[src/rtl/alu_arb_pkg.sv]
// ----------------------------------------------------------------------------
// alu_arb_pkg
// Shared definitions for the ALU sharing arbiter:
//   - default operand/result and control widths
//   - ALU control code constants (passed through to the shared ALU unchanged)
//   - grant index encoding used by the round-robin last_grant register
// ----------------------------------------------------------------------------
package alu_arb_pkg;

  localparam int DATA_W_DEF = 32;
  localparam int CTRL_W_DEF = 4;

  localparam logic [3:0] ALU_AND   = 4'b0000;
  localparam logic [3:0] ALU_OR    = 4'b0001;
  localparam logic [3:0] ALU_ADD   = 4'b0010;
  localparam logic [3:0] ALU_SUB   = 4'b0011;
  localparam logic [3:0] ALU_SLT   = 4'b0100;
  localparam logic [3:0] ALU_NOR   = 4'b0101;
  localparam logic [3:0] ALU_LUI   = 4'b0110;
  localparam logic [3:0] ALU_XOR   = 4'b0111;
  localparam logic [3:0] ALU_SLL   = 4'b1000;
  localparam logic [3:0] ALU_SRL   = 4'b1001;
  localparam logic [3:0] ALU_AUIPC = 4'b1010;
  localparam logic [3:0] ALU_SLTU  = 4'b1011;
  localparam logic [3:0] ALU_SRA   = 4'b1100;

  // Index of the requester that received the most recent grant.
  typedef enum logic {
    LAST0 = 1'b0,
    LAST1 = 1'b1
  } grant_idx_e;

endpackage

[src/rtl/alu_rsp_slot.sv]
// ----------------------------------------------------------------------------
// alu_rsp_slot
// One-entry result buffer for one requester of the shared ALU.
//   clk        : system clock, rising edge
//   reset      : synchronous, active-high; clears valid and result
//   i_load     : capture i_data this edge (requester was granted this cycle)
//   i_drain    : consumer takes the buffered result this cycle (rspN_ready)
//   i_data     : ALU result to capture
//   o_valid    : buffered result is valid
//   o_result   : buffered result (holds its last value after a drain)
//   o_can_load : slot can take a new result this cycle (empty or draining)
// ----------------------------------------------------------------------------
module alu_rsp_slot
  import alu_arb_pkg::*;
#(
  parameter int DATA_W = DATA_W_DEF
) (
  input  logic              clk,
  input  logic              reset,
  input  logic              i_load,
  input  logic              i_drain,
  input  logic [DATA_W-1:0] i_data,
  output logic              o_valid,
  output logic [DATA_W-1:0] o_result,
  output logic              o_can_load
);

  logic              r_valid;
  logic [DATA_W-1:0] r_result;

  // A full slot can still accept when the consumer drains it in the same
  // cycle, which is what gives a requester full throughput.
  assign o_can_load = ~r_valid | i_drain;

  // NOTE: sequential state uses non-blocking assignments so every register
  // samples pre-edge values regardless of block ordering. The result register
  // is reset too because its value is architecturally visible after reset.
  always_ff @(posedge clk) begin
    if (reset) begin
      r_valid  <= 1'b0;
      r_result <= '0;
    end else if (i_load) begin
      r_valid  <= 1'b1;
      r_result <= i_data;
    end else if (i_drain) begin
      r_valid  <= 1'b0;
    end
  end

  assign o_valid  = r_valid;
  assign o_result = r_result;

endmodule

[src/rtl/alu_share_arbiter.sv]
// ----------------------------------------------------------------------------
// alu_share_arbiter
// Shares one combinational ALU between the execute stage (requester 0) and
// the address/auxiliary unit (requester 1). At most one operation issues per
// cycle; its result is captured into the requester's one-entry response slot
// at the end of the grant cycle.
//
// Ports:
//   clk, reset                 clock / synchronous active-high reset
//   reqN_valid/ready           request handshake (ready = grant, combinational)
//   reqN_ctrl/a/b              request ALU control and operands
//   rspN_valid/ready/result    response handshake and buffered result
//   alu_a/alu_b/alu_ctrl       drive to the shared ALU (idle when no grant)
//   alu_result                 combinational result from the shared ALU
//
// Build option: define ALU_ARB_FIXED_PRIO_EN to make requester 0 win every
// contention (no last_grant state; requester 1 may starve). Default build is
// round-robin.
// ----------------------------------------------------------------------------
module alu_share_arbiter
  import alu_arb_pkg::*;
#(
  parameter int                DATA_W    = DATA_W_DEF,
  parameter int                CTRL_W    = CTRL_W_DEF,
  parameter logic [CTRL_W-1:0] IDLE_CTRL = CTRL_W'(ALU_AND)
) (
  input  logic              clk,
  input  logic              reset,
  // requester 0
  input  logic              req0_valid,
  output logic              req0_ready,
  input  logic [CTRL_W-1:0] req0_ctrl,
  input  logic [DATA_W-1:0] req0_a,
  input  logic [DATA_W-1:0] req0_b,
  output logic              rsp0_valid,
  input  logic              rsp0_ready,
  output logic [DATA_W-1:0] rsp0_result,
  // requester 1
  input  logic              req1_valid,
  output logic              req1_ready,
  input  logic [CTRL_W-1:0] req1_ctrl,
  input  logic [DATA_W-1:0] req1_a,
  input  logic [DATA_W-1:0] req1_b,
  output logic              rsp1_valid,
  input  logic              rsp1_ready,
  output logic [DATA_W-1:0] rsp1_result,
  // shared ALU
  output logic [DATA_W-1:0] alu_a,
  output logic [DATA_W-1:0] alu_b,
  output logic [CTRL_W-1:0] alu_ctrl,
  input  logic [DATA_W-1:0] alu_result
);

  logic w_can_load0, w_can_load1;
  logic w_elig0, w_elig1;
  logic w_grant0, w_grant1;

  assign w_elig0 = req0_valid & w_can_load0;
  assign w_elig1 = req1_valid & w_can_load1;

`ifdef ALU_ARB_FIXED_PRIO_EN
  // Fixed priority: requester 0 always wins.
  assign w_grant0 = w_elig0;
  assign w_grant1 = w_elig1 & ~w_elig0;
`else
  grant_idx_e r_last_grant;
  grant_idx_e w_last_grant_nxt;

  // Under contention the requester that was not granted last time wins.
  assign w_grant0 = w_elig0 & (~w_elig1 | (r_last_grant == LAST1));
  assign w_grant1 = w_elig1 & ~w_grant0;

  // Reset to LAST1 so requester 0 wins the first contention.
  always_ff @(posedge clk) begin
    if (reset) r_last_grant <= LAST1;
    else       r_last_grant <= w_last_grant_nxt;
  end

  // NOTE: every signal written in always_comb gets a default first so no
  // path through the block leaves it unassigned (which would infer a latch).
  always_comb begin
    w_last_grant_nxt = r_last_grant;
    if (w_grant0)      w_last_grant_nxt = LAST0;
    else if (w_grant1) w_last_grant_nxt = LAST1;
  end
`endif

  assign req0_ready = w_grant0;
  assign req1_ready = w_grant1;

  always_comb begin
    alu_a    = '0;
    alu_b    = '0;
    alu_ctrl = IDLE_CTRL;
    if (w_grant0) begin
      alu_a    = req0_a;
      alu_b    = req0_b;
      alu_ctrl = req0_ctrl;
    end else if (w_grant1) begin
      alu_a    = req1_a;
      alu_b    = req1_b;
      alu_ctrl = req1_ctrl;
    end
  end

  alu_rsp_slot #(.DATA_W(DATA_W)) u_slot0 (
    .clk        (clk),
    .reset      (reset),
    .i_load     (w_grant0),
    .i_drain    (rsp0_ready),
    .i_data     (alu_result),
    .o_valid    (rsp0_valid),
    .o_result   (rsp0_result),
    .o_can_load (w_can_load0)
  );

  alu_rsp_slot #(.DATA_W(DATA_W)) u_slot1 (
    .clk        (clk),
    .reset      (reset),
    .i_load     (w_grant1),
    .i_drain    (rsp1_ready),
    .i_data     (alu_result),
    .o_valid    (rsp1_valid),
    .o_result   (rsp1_result),
    .o_can_load (w_can_load1)
  );

endmodule

[config.mk]
export PLATFORM = sky130hd
export DESIGN_NAME = alu_share_arbiter
export DESIGN_NICKNAME = d
export VERILOG_FILES = /design/src/rtl/alu_arb_pkg.sv /design/src/rtl/alu_rsp_slot.sv /design/src/rtl/alu_share_arbiter.sv
export SDC_FILE = /design/constraint.sdc
export NUM_CORES = 1
export LEC_CHECK = 0
export ABC_AREA = 1
export BUFFER_PORTS_ARGS = -buffer_cell sky130_fd_sc_hd__buf_4
export CORE_AREA = 2 2 120 122
export DETAILED_ROUTE_END_ITERATION = 10
export DIE_AREA = 0 0 122 124
export SLEW_MARGIN = 5
export SYNTH_ARGS = -nofsm -noshare
export SYNTH_HDL_FRONTEND = slang
export SYNTH_HIERARCHICAL = 1
export SYNTH_SLANG_ARGS = --single-unit
[constraint.sdc]
create_clock -name clk -period 3.62 [get_ports clk]
set_clock_uncertainty 0.2 [all_clocks]
set_input_delay 0.181 -clock clk [delete_from_list [all_inputs] [get_ports clk]]
set_output_delay 0.181 -clock clk [all_outputs]
set_load 0.03 [all_outputs]
After elaboration in Yosys (flattened, before gate mapping):

Index checks and enable logic that the tools add are counted.

* reductions and logical operators: 3
* muxes and demuxes: 12
* bitwise logic cells: 11

Operators by type and width (number)
* $mux W32: 4
* $mux W4: 2
* $mux W1: 6
* $reduce_bool A2 Y1: 3
* $and A1 B1 Y1: 4
* $not A1 Y1: 4
* $or A1 B1 Y1: 3

* flip-flop bits (word level): 67

Depth between registers and ports, before layout:

* depth after elaboration: 10
* gate-level depth with buffers: 11

By module:

The synthesis kept the hierarchy.

Modules (own cells, without submodules)
* alu_rsp_slot: cells each 143, instances 2, sequential area each 660.6 um^2, area an instance 1152.4 um^2
* alu_share_arbiter: cells each 237, instances 1, sequential area each 20.0 um^2, area an instance 1192.4 um^2

Worst setup path before layout:

No wires, ideal clock.

* path kind: reg-to-reg
* start: register u_slot1.r_valid, in the netlist u_slot1/o_valid
* end: register u_slot0.r_result[19], in the netlist u_slot0/o_result[19]
* stages on the path, launching flop included: 9
* path buffers: 1
* path slack: 1.371 ns
* setup time: 0.116 ns
* arrival time: 1.933 ns
* clock period less this slack: 2.249 ns
* cells stage by stage: dfxtp_1 nand2_1 nand2_1 inv_2 a21oi_1 inv_2 buf_6 nor2_1 nor2_1

* cells in the longest elaborated chain, start to end: 6

RTL lines
* start: declaration: RTL line alu_rsp_slot.sv:28 `logic r_valid;`
* start signal: assignment: RTL line alu_rsp_slot.sv:40 `r_valid <= 1'b0;`
* start signal: assignment: RTL line alu_rsp_slot.sv:43 `r_valid <= 1'b1;`
* start signal: assignment: RTL line alu_rsp_slot.sv:46 `r_valid <= 1'b0;`
* $not A1 Y1: RTL line alu_rsp_slot.sv:33 `assign o_can_load = ~r_valid | i_drain;`
* $or A1 B1 Y1: RTL line alu_rsp_slot.sv:33
* net w_can_load1: RTL line alu_share_arbiter.sv:54 `logic w_can_load0, w_can_load1;`
* $and A1 B1 Y1: RTL line alu_share_arbiter.sv:59 `assign w_elig1 = req1_valid & w_can_load1;`
* $not A1 Y1: RTL line alu_share_arbiter.sv:70 `assign w_grant0 = w_elig0 & (~w_elig1 | (r_last_grant == LAST1));`
* $or A1 B1 Y1: RTL line alu_share_arbiter.sv:70
* $and A1 B1 Y1: RTL line alu_share_arbiter.sv:70
* net req0_ready: RTL line alu_share_arbiter.sv:31 `output logic req0_ready,`
* end signal: assignment: RTL line alu_rsp_slot.sv:44 `r_result <= i_data;`
* end: declaration: RTL line alu_rsp_slot.sv:29 `logic [DATA_W-1:0] r_result;`

The timed path passes the listed nets, and every way through them passes these cells.
A chain may end at the register's enable or synchronous reset.

Worst setup path after layout:

* start: input port rsp0_ready
* end: register u_slot1.r_valid, in the netlist u_slot1/o_valid

* cells in the longest elaborated chain, start to end: 6

RTL lines
* start: declaration: RTL line alu_share_arbiter.sv:36 `input logic rsp0_ready,`
* $or A1 B1 Y1 (*): RTL line alu_rsp_slot.sv:33
* net w_can_load0: RTL line alu_share_arbiter.sv:54
* $and A1 B1 Y1 (*): RTL line alu_share_arbiter.sv:58 `assign w_elig0 = req0_valid & w_can_load0;`
* $and A1 B1 Y1 (*): RTL line alu_share_arbiter.sv:70
* $not A1 Y1 (*): RTL line alu_share_arbiter.sv:71 `assign w_grant1 = w_elig1 & ~w_grant0;`
* $and A1 B1 Y1 (*): RTL line alu_share_arbiter.sv:71
* $mux W1 / $reduce_bool A2 Y1 (equally long branches)

The timed path passes the listed nets; every way through them passes the cells marked *.

==> summary.md <==
| Metric | Value |
|---|---|
| Status | `complete, no violations` |
| Mux share of post-synthesis cell area | `0` |
| Share of layout cells above drive strength 1 | `0.4075` |
| Synth top area cells | `dfxtp_1 (38%), o21ai_0 (17%), nor2_1 (14%)` |
| Post-Synth Simple-Gate Area | `0.2436` |
| Grt ovf | `0` |
| Nets | `1019` |
| Mapped Area | `3497 um^2` |
| Num CTS Buffers | `9` |
| Part of the Yosys area used for sequential elements | `0.3835` |
| XOR/XNOR share of the synthesized area | `0` |
| Syn avg cell area | `6.687 um^2` |
| Die Y | `124 um` |
| Initial Util | `0.2549` |
| Final antenna-violating net count | `0` |
| First-pass GRT wire length | `approximately 25000 um` |
| Max VDD drop | `roughly 300 uV` |
| Clock transition at the registers of the reported paths | `~0.060 ns` |
| CTS sink count | `between 60 and 70` |
| Die W | `between 100 and 150 um` |
| Syn nets | `between 600 and 700` |
| Slowest stage delay, CP | `between 0.5 and 0.6 ns` |
| Worst rel slew slack | `0.3425` |
| Critical path's slowest cell | `dlygate4sd3_1` |
| Hold Crit Class | `input port to flop` |
| H-tree depth | `3` |
| Final Hold Fails | `0` |
| Placer Congestion | `0.9019` |
| Largest net degree at the start of global routing | `50` |
| Initial detailed-routing violation count | `417` |
| Synth top cells by count | `nor2_1 (128), o21ai_0 (119), inv_1 (73), nand3_1 (68), dfxtp_1 (67)` |
| Core Area | `between 10000 and 15000 um^2` |
| CP bufs+invs | `6` |
| Via density | `4.574` |
| Fin crit period | `2.814 ns` |
| Ys Warns | `6` |
| Worst setup SP type | `input port` |
| CP delay by family, top | `buffers and inverters` |
| Number of distinct library cells after synthesis | `18` |
| Largest area contributor in the netlist | `dfxtp_1` |
| Root buffer cell | `clkbuf_16` |
| Worst Max-Slew Pin Slew | `approximately 0.99 ns` |
| Ys async rst share | `0` |
| Wire per inst | `16.95 um` |
| Crit end category | `flop` |
| PwrDens | `approximately 410 nW/um^2` |
| Post-synthesis adder-cell area fraction | `0` |
| RSZ-0062 raised after global routing | `false` |
| Post-synth top area share | `0.3835` |
| Io pins | `a little over 300` |
| Vias in the first global route | `around 4500` |
| # diodes | `0` |
| Main combinational cell family by area after synthesis | `simple AND/OR/NAND/NOR gates` |
| Placed cell area | `slightly below 6000 um^2` |
| Max-Cap Viols | `0` |
| CTS tree | `built` |
| Critical Path, Cell by Cell | `dlygate4sd3_1, buf_4, inv_1, nand2_1, nand2_2, o21ai_4, inv_1, inv_2, a21oi_1, dlygate4sd3_1` |
| DRC | `0` |
| Drt total wl | `about 17000 um` |
| Final setup violating endpoints | `0` |
| Fin Hold WS | `0.03876 ns` |
| DR pass1 iterations | `5` |
| Setup CP Type | `input port to flop` |
| Worst Path Required | `3.63 ns` |
| Dpl cells | `slightly below 1000` |
| Main synth FF type | `dfxtp_1` |
| LEAKAGE | `around 3.4 nW` |
| Die area | `about 15000 um^2` |
| Finished Layout Cells | `between 1000 and 1500` |
| GRT Total Usage | `0.2202` |
| Max Transition Viols Final | `0` |
| Port bufs | `approximately 310` |
| Worst EP arrival | `between 2 and 3 ns` |
| Most common cell in the netlist | `nor2_1` |
| Post-CTS Setup Inserts | `0` |
| Detailed Place HPWL | `roughly 13000 um` |
| Fin area | `6422 um^2` |
| Worst-path fanout max | `33` |
| Complex-gate fraction of the synthesized area | `0.2089` |
| Synth Instances | `523` |
| Initial antenna violation count | `2` |
| Rows | `43` |
| Number of synthesized flops with an enable pin | `0` |
| Synth-to-Final Area Change | `83.65%` |
| Vias post-DR | `4707` |
| Final worst-path cycle share | `0.7774` |
| Seq cells post-synth | `67` |
| Clk buf depth | `2` |
| TNS Setup | `0 ns` |
| Fmax | `roughly 360 MHz` |
| Skew-Pair Late Insertion Delay | `between 0.3 and 0.4 ns` |
-- placed cells by master (no fill, tap or decap) --
cell type	instances
nand2_2	1
nor2_1	128
inv_1	73
o21ai_0	119
nand3_2	1
dfxtp_1	67
o21ai_4	1
nand3_1	68
inv_2	5
nand2_1	4
clkinv_2	3
a21oi_1	3
clkbuf_1	2
dlygate4sd3_1	35
o21ai_2	9
a21oi_2	1
o21ai_1	4
clkbuf_16	9
buf_4	315
clkbuf_8	1
-- worst min-delay path, cell delays in order --
cell and delay [ns]:
buf_4 0.11, nand2_2 0.12, a21oi_1 0.08, nand2_1 0.04
-- worst paths after layout --
check             slack (ns)  cells past startpoint                         start                      endpoint
setup / recovery        0.81                     10                    rsp0_ready  u_slot1/o_valid$_SDFFE_PP0P_
setup reg to reg        0.98                      7  u_slot0/o_valid$_SDFFE_PP0P_  u_slot1/o_valid$_SDFFE_PP0P_
hold reg to reg         0.28                      2     r_last_grant$_SDFFE_PP1P_     r_last_grant$_SDFFE_PP1P_
hold / removal          0.04                      4                    req0_valid     r_last_grant$_SDFFE_PP1P_
-- cell families (layout without fill, tap and decap cells) --
group	after synthesis	after routing
flops	67	67
buf+inv	117	443
simple gates	202	202
compound gates	137	137
-- sequential cells by signal, indices dropped and copies added, names as in the netlist --
| name | count |
|---|---|
| u_slot1/o_result | 32 |
| u_slot0/o_result | 32 |
| r_last_grant | 1 |
| u_slot1/o_valid | 1 |
| u_slot0/o_valid | 1 |
-- through the flow --
step | setup WS, ns | utilization | power (mW)
global route | 0.6105 | 0.4681 | 2.759
detailed placement | 1.406 | 0.4235 | 1.836
global placement | 1.405 | 0.4235 | 1.832
CTS | 0.8698 | 0.4681 | 2.653
finish | 0.8056 | 0.4681 | 2.632
floorplan | 1.371 | - | 1.394
-- what timing repair did --
item / in CTS / in global routing
endpoints found under the hold margin: 67 / 0
resized for setup: 0 / 0
hold buffers: 35 / 0
-- cell type report --
type	count	area [um^2]
fill	1424	7297
multi-input combinational	339	1587
sequential	67	1341
inverter	78	292.8
clock buffer	12	246.5
timing repair buffer	350	2715
tap	180	225.2
clock inverter	3	15.01
-- where the power goes --
| part | internal (mW) | leakage [nW] | switching [mW] |
|---|---|---|---|
| logic | 0.401 | 2.74 | 0.613 |
| clock network | 0.475 | 0.132 | 0.305 |
| registers | 0.806 | 0.555 | 0.0315 |
| total | 1.68 | 3.43 | 0.950 |
-- per-layer routing --
metal / vias up / share of wire / GRT usage
met1: 2149 / 0.38 / 0.2575
li1: 2313 / - / -
met4: 4 / 0.032 / 0.08836
met2: 202 / 0.49 / 0.3760
met3: 39 / 0.092 / 0.06777
met5: - / 0.0018 / 0
Power figures use the tool's default switching activity.
